--- src/rtl/beep_seq_ctrl_if.sv ---
// beep_seq_ctrl_if: pattern request, status and beep-timer signals of the beep sequencer.
interface beep_seq_ctrl_if #(
    parameter int TW = 32,
    parameter int RW = 8
);
    logic          start;
    logic          stop;
    logic [TW-1:0] on_len;
    logic [TW-1:0] off_len;
    logic [RW-1:0] reps;
    logic          fullflag;
    logic [TW-1:0] timetogo;
    logic          countMode;
    logic          countAct;
    logic          buzz_en;
    logic          busy;
    logic          done;

    modport master (
        output start, stop, on_len, off_len, reps, fullflag,
        input  timetogo, countMode, countAct, buzz_en, busy, done
    );

    modport slave (
        input  start, stop, on_len, off_len, reps, fullflag,
        output timetogo, countMode, countAct, buzz_en, busy, done
    );
endinterface

--- src/rtl/beep_seq_ctrl.sv ---
// beep_seq_ctrl: plays reps ON/OFF buzzer pairs by launching a single-shot beep timer per phase.
module beep_seq_ctrl #(
    parameter int TW = 32,
    parameter int RW = 8
) (
    input logic           clk,
    input logic           rst,
    beep_seq_ctrl_if.slave bus
);
    typedef enum logic [2:0] {IDLE, LOAD_ON, WAIT_ON, LOAD_OFF, WAIT_OFF, DONE} state_t;

    state_t        state_q, state_d;
    logic [TW-1:0] on_q, on_d, off_q, off_d, timetogo_q, timetogo_d;
    logic [RW-1:0] rep_q, rep_d, rep_dec;
    logic          act_q, act_d, buzz_q, buzz_d, busy_q, busy_d, done_q, done_d;
    logic          pair_end;

    always_comb begin
        state_d  = state_q;
        on_d     = on_q;
        off_d    = off_q;
        rep_d    = rep_q;
        pair_end = 1'b0;
        rep_dec  = (rep_q != '0) ? rep_q - 1'b1 : '0;
        case (state_q)
            IDLE: if (bus.start && !bus.stop) begin
                on_d    = bus.on_len;
                off_d   = bus.off_len;
                rep_d   = bus.reps;
                state_d = (bus.reps == '0) ? DONE : LOAD_ON;
            end
            LOAD_ON:  state_d = (on_q != '0) ? WAIT_ON : LOAD_OFF;
            WAIT_ON:  if (bus.fullflag) state_d = LOAD_OFF;
            LOAD_OFF: if (off_q != '0) state_d = WAIT_OFF; else pair_end = 1'b1;
            WAIT_OFF: pair_end = bus.fullflag;
            DONE:     state_d = IDLE;
            default:  state_d = IDLE;
        endcase
        if (pair_end) begin
            rep_d   = rep_dec;
            state_d = (rep_dec != '0) ? LOAD_ON : DONE;
        end
        if (bus.stop) state_d = IDLE;
        // outputs are decoded from the state being entered so they register alongside it
        act_d      = (state_d == LOAD_ON && on_d != '0) || (state_d == LOAD_OFF && off_d != '0);
        buzz_d     = (state_d == LOAD_ON && on_d != '0) || state_d == WAIT_ON;
        timetogo_d = act_d ? ((state_d == LOAD_ON) ? on_d : off_d) : timetogo_q;
        busy_d     = state_d != IDLE;
        done_d     = state_d == DONE;
    end

    always_ff @(posedge clk) begin
        if (!rst) begin
            state_q    <= IDLE;
            on_q       <= '0;
            off_q      <= '0;
            rep_q      <= '0;
            timetogo_q <= '0;
            act_q      <= 1'b0;
            buzz_q     <= 1'b0;
            busy_q     <= 1'b0;
            done_q     <= 1'b0;
        end else begin
            state_q    <= state_d;
            on_q       <= on_d;
            off_q      <= off_d;
            rep_q      <= rep_d;
            timetogo_q <= timetogo_d;
            act_q      <= act_d;
            buzz_q     <= buzz_d;
            busy_q     <= busy_d;
            done_q     <= done_d;
        end
    end

    assign bus.timetogo  = timetogo_q;
    assign bus.countMode = 1'b0;
    assign bus.countAct  = act_q;
    assign bus.buzz_en   = buzz_q;
    assign bus.busy      = busy_q;
    assign bus.done      = done_q;
endmodule

--- src/flat_wrapper.sv ---
// flat-port wrapper written by rule: the top's interface ports become plain ports
module beep_seq_ctrl_flat 
#(
    parameter int TW = 32,
    parameter int RW = 8
)
  (clk, rst, bus_start, bus_stop, bus_on_len, bus_off_len, bus_reps, bus_fullflag, bus_timetogo, bus_countMode, bus_countAct, bus_buzz_en, bus_busy, bus_done);
  beep_seq_ctrl_if #(.TW(TW), .RW(RW)) bus_i ();
  input logic clk;
  input logic rst;
  input wire logic [$bits(bus_i.start)-1:0] bus_start;
  input wire logic [$bits(bus_i.stop)-1:0] bus_stop;
  input wire logic [$bits(bus_i.on_len)-1:0] bus_on_len;
  input wire logic [$bits(bus_i.off_len)-1:0] bus_off_len;
  input wire logic [$bits(bus_i.reps)-1:0] bus_reps;
  input wire logic [$bits(bus_i.fullflag)-1:0] bus_fullflag;
  output wire logic [$bits(bus_i.timetogo)-1:0] bus_timetogo;
  output wire logic [$bits(bus_i.countMode)-1:0] bus_countMode;
  output wire logic [$bits(bus_i.countAct)-1:0] bus_countAct;
  output wire logic [$bits(bus_i.buzz_en)-1:0] bus_buzz_en;
  output wire logic [$bits(bus_i.busy)-1:0] bus_busy;
  output wire logic [$bits(bus_i.done)-1:0] bus_done;
  assign bus_i.start = bus_start;
  assign bus_i.stop = bus_stop;
  assign bus_i.on_len = bus_on_len;
  assign bus_i.off_len = bus_off_len;
  assign bus_i.reps = bus_reps;
  assign bus_i.fullflag = bus_fullflag;
  assign bus_timetogo = bus_i.timetogo;
  assign bus_countMode = bus_i.countMode;
  assign bus_countAct = bus_i.countAct;
  assign bus_buzz_en = bus_i.buzz_en;
  assign bus_busy = bus_i.busy;
  assign bus_done = bus_i.done;
  beep_seq_ctrl #(.TW(TW), .RW(RW)) u_core (.clk(clk), .rst(rst), .bus(bus_i));
endmodule
--- config.mk ---
export PLATFORM = sky130hd
export DESIGN_NAME = beep_seq_ctrl_flat
export DESIGN_NICKNAME = d
export VERILOG_FILES = /design/src/rtl/beep_seq_ctrl_if.sv /design/src/rtl/beep_seq_ctrl.sv /design/src/flat_wrapper.sv
export SDC_FILE = /design/constraint.sdc
export NUM_CORES = 1
export LEC_CHECK = 0
export BUFFER_PORTS_ARGS = -buffer_cell sky130_fd_sc_hd__buf_2
export CORE_MARGIN = 2
export CORE_UTILIZATION = 55
export DETAILED_ROUTE_END_ITERATION = 8
export GPL_ROUTABILITY_DRIVEN = 0
export GPL_TIMING_DRIVEN = 1
export MAX_ROUTING_LAYER = met4
export PLACE_DENSITY = 0.84
export SYNTH_ARGS = -nofsm -noshare
export SYNTH_HDL_FRONTEND = slang
export SYNTH_SLANG_ARGS = --single-unit
--- constraint.sdc ---
create_clock -name clk -period 9.2 [get_ports clk]
set_clock_uncertainty 0.2 [all_clocks]
set_input_delay 0.46 -clock clk [delete_from_list [all_inputs] [get_ports clk]]
set_output_delay 0.46 -clock clk [all_outputs]
set_load 0.01 [all_outputs]
==> results of run 1 <==
-- worst max-delay path, cell delays in order (launching register included) --
cell	delay, ns
sky130_fd_sc_hd__dfxtp_1	0.35
sky130_fd_sc_hd__inv_1	0.09
sky130_fd_sc_hd__ha_1	0.26
sky130_fd_sc_hd__or3b_1	0.40
sky130_fd_sc_hd__or3_1	0.39
sky130_fd_sc_hd__nor3_4	0.33
sky130_fd_sc_hd__o22ai_4	0.10
sky130_fd_sc_hd__buf_4	0.29
sky130_fd_sc_hd__a21oi_4	0.88
sky130_fd_sc_hd__o21a_4	0.70
sky130_fd_sc_hd__o41ai_2	0.17
-- cell usage in the layout (no fill, tap or decap), types with 2 or more instances in the layout --
master	instances
sky130_fd_sc_hd__nand2_1	143
sky130_fd_sc_hd__buf_2	112
sky130_fd_sc_hd__dfxtp_1	111
sky130_fd_sc_hd__a21oi_1	71
sky130_fd_sc_hd__a211oi_1	65
sky130_fd_sc_hd__inv_1	36
sky130_fd_sc_hd__and2_1	35
sky130_fd_sc_hd__o2111ai_1	32
sky130_fd_sc_hd__o41ai_2	32
sky130_fd_sc_hd__nor4_1	30
sky130_fd_sc_hd__a221oi_2	29
sky130_fd_sc_hd__nor2_1	17
sky130_fd_sc_hd__clkbuf_16	9
sky130_fd_sc_hd__buf_4	9
sky130_fd_sc_hd__a221oi_1	7
sky130_fd_sc_hd__nand4_1	5
sky130_fd_sc_hd__o21ai_0	5
sky130_fd_sc_hd__mux2i_1	4
sky130_fd_sc_hd__nor3_1	4
sky130_fd_sc_hd__and3_1	3
sky130_fd_sc_hd__clkinv_2	2
sky130_fd_sc_hd__or3_1	2
sky130_fd_sc_hd__o21a_1	2
sky130_fd_sc_hd__nor4b_1	2
sky130_fd_sc_hd__clkbuf_8	2
-- metal layers --
| metal | up-vias | GRT usage, % | wire [µm] | share of wire (%) |
|---|---|---|---|---|
| met5 | - | - | 0 | 0 |
| met4 | 0 | 11.2 | 463 | 2.5 |
| met3 | 56 | 6.64 | 1720 | 9.2 |
| met2 | 376 | 46.1 | 8570 | 46 |
| met1 | 2921 | 41.0 | 8020 | 43 |
| li1 | 2887 | - | - | - |
-- worst max-delay path by stage --
stage	endpoint	slack, ns	cells past startpoint
6_report	u_core.bus.timetogo[29]	4.87	10
5_1_grt	u_core.bus.timetogo[29]	4.63	10
4_1_cts	u_core.bus.timetogo[26]	4.94	10
3_5_place_dp	u_core.bus.timetogo[6]	4.88	10
3_3_place_gp	u_core.bus.timetogo[20]	4.92	10
2_1_floorplan	u_core.bus.timetogo[10]	6.23	11
-- cells by family (layout without fill, tap and decap cells) --
logic type / after synthesis / count (layout) / share of synthesized area, %
AOI/OAI and AO/OA: 257 / 257 / 36.6
buffers and inverters: 116 / 173 / 8.01
DFF: 111 / 111 / 35.0
xor gates and xnor gates: 2 / 2 / 0.276
adders and majority gates: 1 / 1 / 0.197
and+or+nand+nor: 252 / 252 / 19.0
muxes: 5 / 5 / 0.809
other: 1 / 1 / 0.0591
-- sequential cells by signal (all words and copies together) (netlist names) --
register,count
u_core.bus.timetogo,32
u_core.off_q,32
u_core.on_q,32
u_core.rep_q,8
u_core.state_q,3
u_core.bus.busy,1
u_core.bus.buzz_en,1
u_core.bus.countAct,1
u_core.bus.done,1
-- power by group through the flow --
| stage | Combinational, mW | Clock, mW | Sequential, mW |
|---|---|---|---|
| CTS | 0.211 | 0.405 | 0.522 |
| detailed placement | 0.210 | 0 | 0.532 |
| global placement | 0.207 | 0 | 0.532 |
| floorplan | 0.146 | 0 | 0.529 |
| finish | 0.215 | 0.404 | 0.523 |
| global route | 0.232 | 0.425 | 0.525 |
-- final cells by class --
class	instances	area [µm²]
clock buffer	12	256
multi-input combinational	518	3630
inverter	37	140
clock inverter	3	42.5
sequential	111	2220
timing repair buffer	121	628
tap	143	179
fill	985	4230
==> metrics.log, run 1 <==
INFO  metric layout.core_utilization = 62.7%
INFO  metric synth_flop_type = sky130_fd_sc_hd__dfxtp_1
INFO  metric die-area = 12,400 µm²
INFO  metric finalHoldViolCount = 0
INFO  metric clock_tree.htree_level_count = 3
INFO  metric detail_route.vias_per_cell = 6.60
INFO  metric coreArea = 11,300 µm²
INFO  metric ys_warn_count = 0
INFO  metric global_route.overflow_total = 0
INFO  metric final_nets = 876
INFO  metric cts_inserted_buffers = 9
INFO  metric grt_antenna_before_repair = 0
INFO  metric vias = 6,240
INFO  metric r2r.worst_path.cells = 10
INFO  metric reg_to_reg_startpoint = u_core.rep_q[0]
INFO  metric first_global_vias = 5,839
INFO  metric hp-start = bus_off_len[15]
INFO  metric intPower = 0.798 mW
INFO  metric placed_cells = 930
INFO  metric synth.top_cells.by_area = sky130_fd_sc_hd__dfxtp_1 35%, sky130_fd_sc_hd__nand2_1 8.6%, sky130_fd_sc_hd__o41ai_2 8.2%
INFO  metric cts_setup_buffers = 0
INFO  metric post_synth_instance_area = 6340 µm²
INFO  metric drc_errors = 0
INFO  metric insertion_delay = 0.36 ns
INFO  metric die_h = 111 µm
INFO  metric timing.critical_path.from_type = register
INFO  metric post_cts_resized = 0
INFO  metric final.setup.tns = 0 ns
INFO  metric dpl.hpwl = 11,500 µm
INFO  metric initial_drc_count = 936
INFO  metric critPathLaunch = u_core.rep_q[0]
INFO  metric initial_core_utilization = 56.0%
INFO  metric yosysMostFrequentCell = sky130_fd_sc_hd__nand2_1
INFO  metric yosys.area.top_type_share = 35.0%
INFO  metric number_of_synthesized_register_bits = 111
INFO  metric port_buffers = 112
INFO  metric pre_cts_ws = 4.88 ns
INFO  metric layout.cell_area.non_filler = 7100 µm²
INFO  metric clock_root_buffer = sky130_fd_sc_hd__clkbuf_16
INFO  metric synth_seq_area_share = 35.0%
INFO  metric power-per-cell-area = 161 nW/µm²
INFO  metric regToRegEndpoint = u_core.bus.timetogo[29]
INFO  metric ant_nets = 0
INFO  metric synth_enable_flop_cells = 0
INFO  metric run_status = completed
INFO  metric hold_path_endpoint = u_core.off_q[15]
INFO  metric max_clock_freq = 0.231 GHz
INFO  metric grt_util_all_layers = 30.7%
INFO  metric tightestPinTransition = 1.11 ns
INFO  metric worst_hold_path_type = in2reg
INFO  metric maximum_number_of_pins_on_one_net_before_global_route_repair = 107
INFO  metric dpl-instance-area = 6800 µm²
INFO  metric tritoncts = done
INFO  metric global_route_wire_length_before_repair = 30,600 µm
INFO  metric synthesized_area_per_cell = 8.51 µm²
INFO  metric stdcell_count = 945
INFO  metric clkTransAtPathRegs = 0.07 ns
INFO  metric crit_type = reg2reg
INFO  metric fin_worst_hold_slack = 0.142 ns
INFO  metric area.growth.synth_to_final = 11.9%
INFO  metric floorplan.rows = 39
INFO  metric drtPass1Iterations = 6
INFO  metric number_of_nets_produced_by_synthesis = 823
INFO  metric max_slew_margin = 26.3%
INFO  metric ioPinCount = 114
INFO  metric critical_path.max_fanout = 36
INFO  metric setup_ws = 4.87 ns
INFO  metric postSynth.asyncResetShare = 0%
INFO  metric postCtsHoldBufs = 0
INFO  metric post_drt_wl_per_cell = 19.9 µm
INFO  metric synthDominantAreaCellType = sky130_fd_sc_hd__dfxtp_1
INFO  metric cp.arrival = 4.34 ns
INFO  metric crit_required = 9.21 ns
INFO  metric power.net_switching = 0.344 mW
INFO  metric power_frac_seq = 45.8%
INFO  metric post-route-period-util = 47.1%
INFO  metric clock_path_buffers = 2
INFO  metric post_synth_most_frequent_cells = 145 x sky130_fd_sc_hd__nand2_1, 111 x sky130_fd_sc_hd__dfxtp_1, 71 x sky130_fd_sc_hd__a21oi_1
INFO  metric dieWidth = 111 µm
INFO  metric rsz0062_at_grt = no
INFO  metric layout-drive-gt1-share = 26.3%
INFO  metric diodes = 0
INFO  metric gate_count_of_the_mapped_netlist = 745
INFO  metric worstSetupEndpointType = register
INFO  metric final_wirelength = 18,800 µm
INFO  metric maxSlewViolCount = 0
INFO  metric worstHoldPathCells = 3
INFO  metric p_sw_share = 30.1%
INFO  metric numClockSinks = 111
INFO  metric ff2ff_setup_slack = 4.87 ns
INFO  metric combinational_group_share_of_total_power = 18.8%
INFO  metric max_cap_violations = 0
INFO  metric power = 1.14 mW
INFO  metric vdd_drop_max = 0.000132 V
INFO  metric final_period_minus_worst_setup_slack = 4.33 ns
INFO  metric leakage = 2.79 nW
INFO  metric timing.final.setup_violations = 0
INFO  metric ys_types = 53
INFO  metric power.share.clock = 35.4%
Power figures use the tool's default switching activity.
==> run 2: changes to the inputs <==
==> constraint.sdc (replaced) <==
create_clock -name clk -period 4.3 [get_ports clk]
set_clock_uncertainty 0.2 [all_clocks]
set_input_delay 0.215 -clock clk [delete_from_list [all_inputs] [get_ports clk]]
set_output_delay 0.215 -clock clk [all_outputs]
set_load 0.01 [all_outputs]
==> run 2 against run 1 <==
Combinational power grew 140%. Largest cell class unchanged. Clock power grew 93%. Design area grew 9.8%. Sequential share of layout area shrank 2.8 points. Register-to-register slack lost 4.1 ns. Count of clock-buffer cells in the layout shrank 2.
==> metrics.log, run 2 (synthesized netlist as in run 1, its figures left out) <==
INFO  metric ioPinCount = 114
INFO  metric critPathLaunch = u_core.rep_q[0]
INFO  metric crit_required = 4.32 ns
INFO  metric rsz0062_at_grt = no
INFO  metric max_clock_freq = 0.282 GHz
INFO  metric power = 2.41 mW
INFO  metric vdd_drop_max = 0.000240 V
INFO  metric drc_errors = 0
INFO  metric leakage = 3.10 nW
INFO  metric vias = 6,570
INFO  metric worstPathBufferInverterCount = 2
INFO  metric tightestPinTransition = 1.09 ns
INFO  metric ant_nets = 0
INFO  metric critical-path-top-delay-family = simple AND/OR/NAND/NOR gates
INFO  metric crit_path_cell_trace = inv_1 > ha_1 > or3b_1 > or3_1 > nor3_4 > o22ai_4 > a21o_2 > buf_4 > a211oi_1 > o41ai_2
INFO  metric grt_antenna_before_repair = 0
INFO  metric run_status = completed
INFO  metric numClockSinks = 111
INFO  metric initial_drc_count = 802
INFO  metric clkTransAtPathRegs = 0.07 ns
INFO  metric crit_type = reg2reg
INFO  metric post_drt_wl_per_cell = 19.6 µm
INFO  metric insertion_delay = 0.35 ns
INFO  metric clock_root_buffer = sky130_fd_sc_hd__clkbuf_16
INFO  metric filler_cell_count = 891
INFO  metric dpl.hpwl = 11,900 µm
INFO  metric final_wirelength = 19,900 µm
INFO  metric port_buffers = 112
INFO  metric final_nets = 951
INFO  metric post-route-period-util = 82.3%
INFO  metric die_h = 111 µm
INFO  metric timing.critical_path.from_type = register
INFO  metric global_route_wire_length_before_repair = 32,200 µm
INFO  metric global_route.overflow_total = 0
INFO  metric post_cts_resized = 0
INFO  metric timing.critical_path.slowest_cell_delay = 0.41 ns
INFO  metric clock_path_buffers = 2
INFO  metric clock_tree.htree_level_count = 3
INFO  metric drtPass1Iterations = 6
INFO  metric first_global_vias = 6,362
INFO  metric multi_input_comb_area = 3630 µm²
INFO  metric worst_hold_path_type = in2reg
INFO  metric die-area = 12,400 µm²
INFO  metric initial_core_utilization = 56.0%
INFO  metric worstSetupEndpointType = register
INFO  metric cp.arrival = 3.56 ns
INFO  metric tritoncts = done
INFO  metric floorplan.rows = 39
INFO  metric grt_util_all_layers = 32.7%
INFO  metric commonest_cells_after_routing_fill_and_taps_aside = 143 x sky130_fd_sc_hd__nand2_1, 112 x sky130_fd_sc_hd__buf_2, 111 x sky130_fd_sc_hd__dfxtp_1, 71 x sky130_fd_sc_hd__a21oi_1, 68 x sky130_fd_sc_hd__dlygate4sd3_1
INFO  metric diodes = 0
INFO  metric final.setup.tns = 0 ns
INFO  metric timing.final.setup_violations = 0
INFO  metric reg_to_reg_startpoint = u_core.rep_q[0]
INFO  metric placed_cells = 937
INFO  metric layout-drive-gt1-share = 24.9%
INFO  metric hp-start = bus_reps[7]
INFO  metric most_frequent_standard_cell_in_the_layout_excluding_fill_and_tap_cells = sky130_fd_sc_hd__nand2_1
INFO  metric max_cap_violations = 0
INFO  metric cts_inserted_buffers = 9
INFO  metric area.growth.synth_to_final = 22.9%
INFO  metric finalHoldViolCount = 0
INFO  metric power-per-cell-area = 310 nW/µm²
INFO  metric worst_path_max_delay_cell = sky130_fd_sc_hd__a21o_2
INFO  metric coreArea = 11,300 µm²
INFO  metric final_period_minus_worst_setup_slack = 3.54 ns
INFO  metric area.sequential = 2220 µm²
INFO  metric maximum_number_of_pins_on_one_net_before_global_route_repair = 107
INFO  metric critical_path.max_fanout = 26
INFO  metric detail_route.vias_per_cell = 6.45
INFO  metric dieWidth = 111 µm
INFO  metric maxSlewViolCount = 0
INFO  metric max_slew_margin = 27.5%
INFO  metric stdcell_count = 1,019
run 2: per-layer routing:
| layer | vias to the layer above | GRT usage (%) | wire length [µm] |
|---|---|---|---|
| met1 | 3084 | 41.5 | 8120 |
| met3 | 74 | 7.35 | 1660 |
| met5 | - | - | 0 |
| li1 | 3034 | - | - |
| met4 | 0 | 12.8 | 694 |
| met2 | 378 | 50.9 | 9460 |
run 2: stage by stage:
step	hold WS [ns]	area (µm²)	worst slack, ns	util [%]
after floorplan	0.151	6340	1.33	-
after global placement	0.257	6850	0.895	60.5
after detailed placement	0.265	6850	0.809	60.5
after CTS	0.00632	7790	0.805	68.8
after global routing	0.0928	7790	0.554	68.8
final	0.0191	7790	0.759	68.8
run 2: timing repair:
| action | CTS | global route |
|---|---|---|
| endpoints found under the hold margin | 68 | 0 |
| buffers inserted | 0 | 0 |
| hold buffers | 68 | 0 |
run 2: cell type report:
| class | instances | share of cell area (%) |
|---|---|---|
| multi-input cells | 518 | 46.5 |
| well taps | 143 | 2.30 |
| repair buffers | 196 | 17.5 |
| clock inverters | 4 | 0.305 |
| inverters | 37 | 1.80 |
| flip-flops and latches | 111 | 28.5 |
| clock buffers | 10 | 3.07 |
run 2: worst paths after layout:
path                             end  slack, ns  cells after the start
max          u_core.bus.timetogo[26]       0.76                     10
min                  u_core.rep_q[7]       0.02                      5
max reg2reg  u_core.bus.timetogo[26]       0.76                     10
min reg2reg         u_core.off_q[22]       0.27                      2
run 2: worst register-to-register path, stage by stage, from the launching register on:
cell                       delay [ns]
sky130_fd_sc_hd__dfxtp_1         0.34
sky130_fd_sc_hd__inv_1           0.09
sky130_fd_sc_hd__ha_1            0.25
sky130_fd_sc_hd__or3b_1          0.40
sky130_fd_sc_hd__or3_1           0.39
sky130_fd_sc_hd__nor3_4          0.32
sky130_fd_sc_hd__o22ai_4         0.20
sky130_fd_sc_hd__a21o_2          0.41
sky130_fd_sc_hd__buf_4           0.33
sky130_fd_sc_hd__a211oi_1        0.39
sky130_fd_sc_hd__o41ai_2         0.09
run 2: power by group:
group	switching (mW)	internal [mW]
clock	0.377	0.401
combinational	0.324	0.196
sequential	0.0412	1.08
total	0.742	1.67
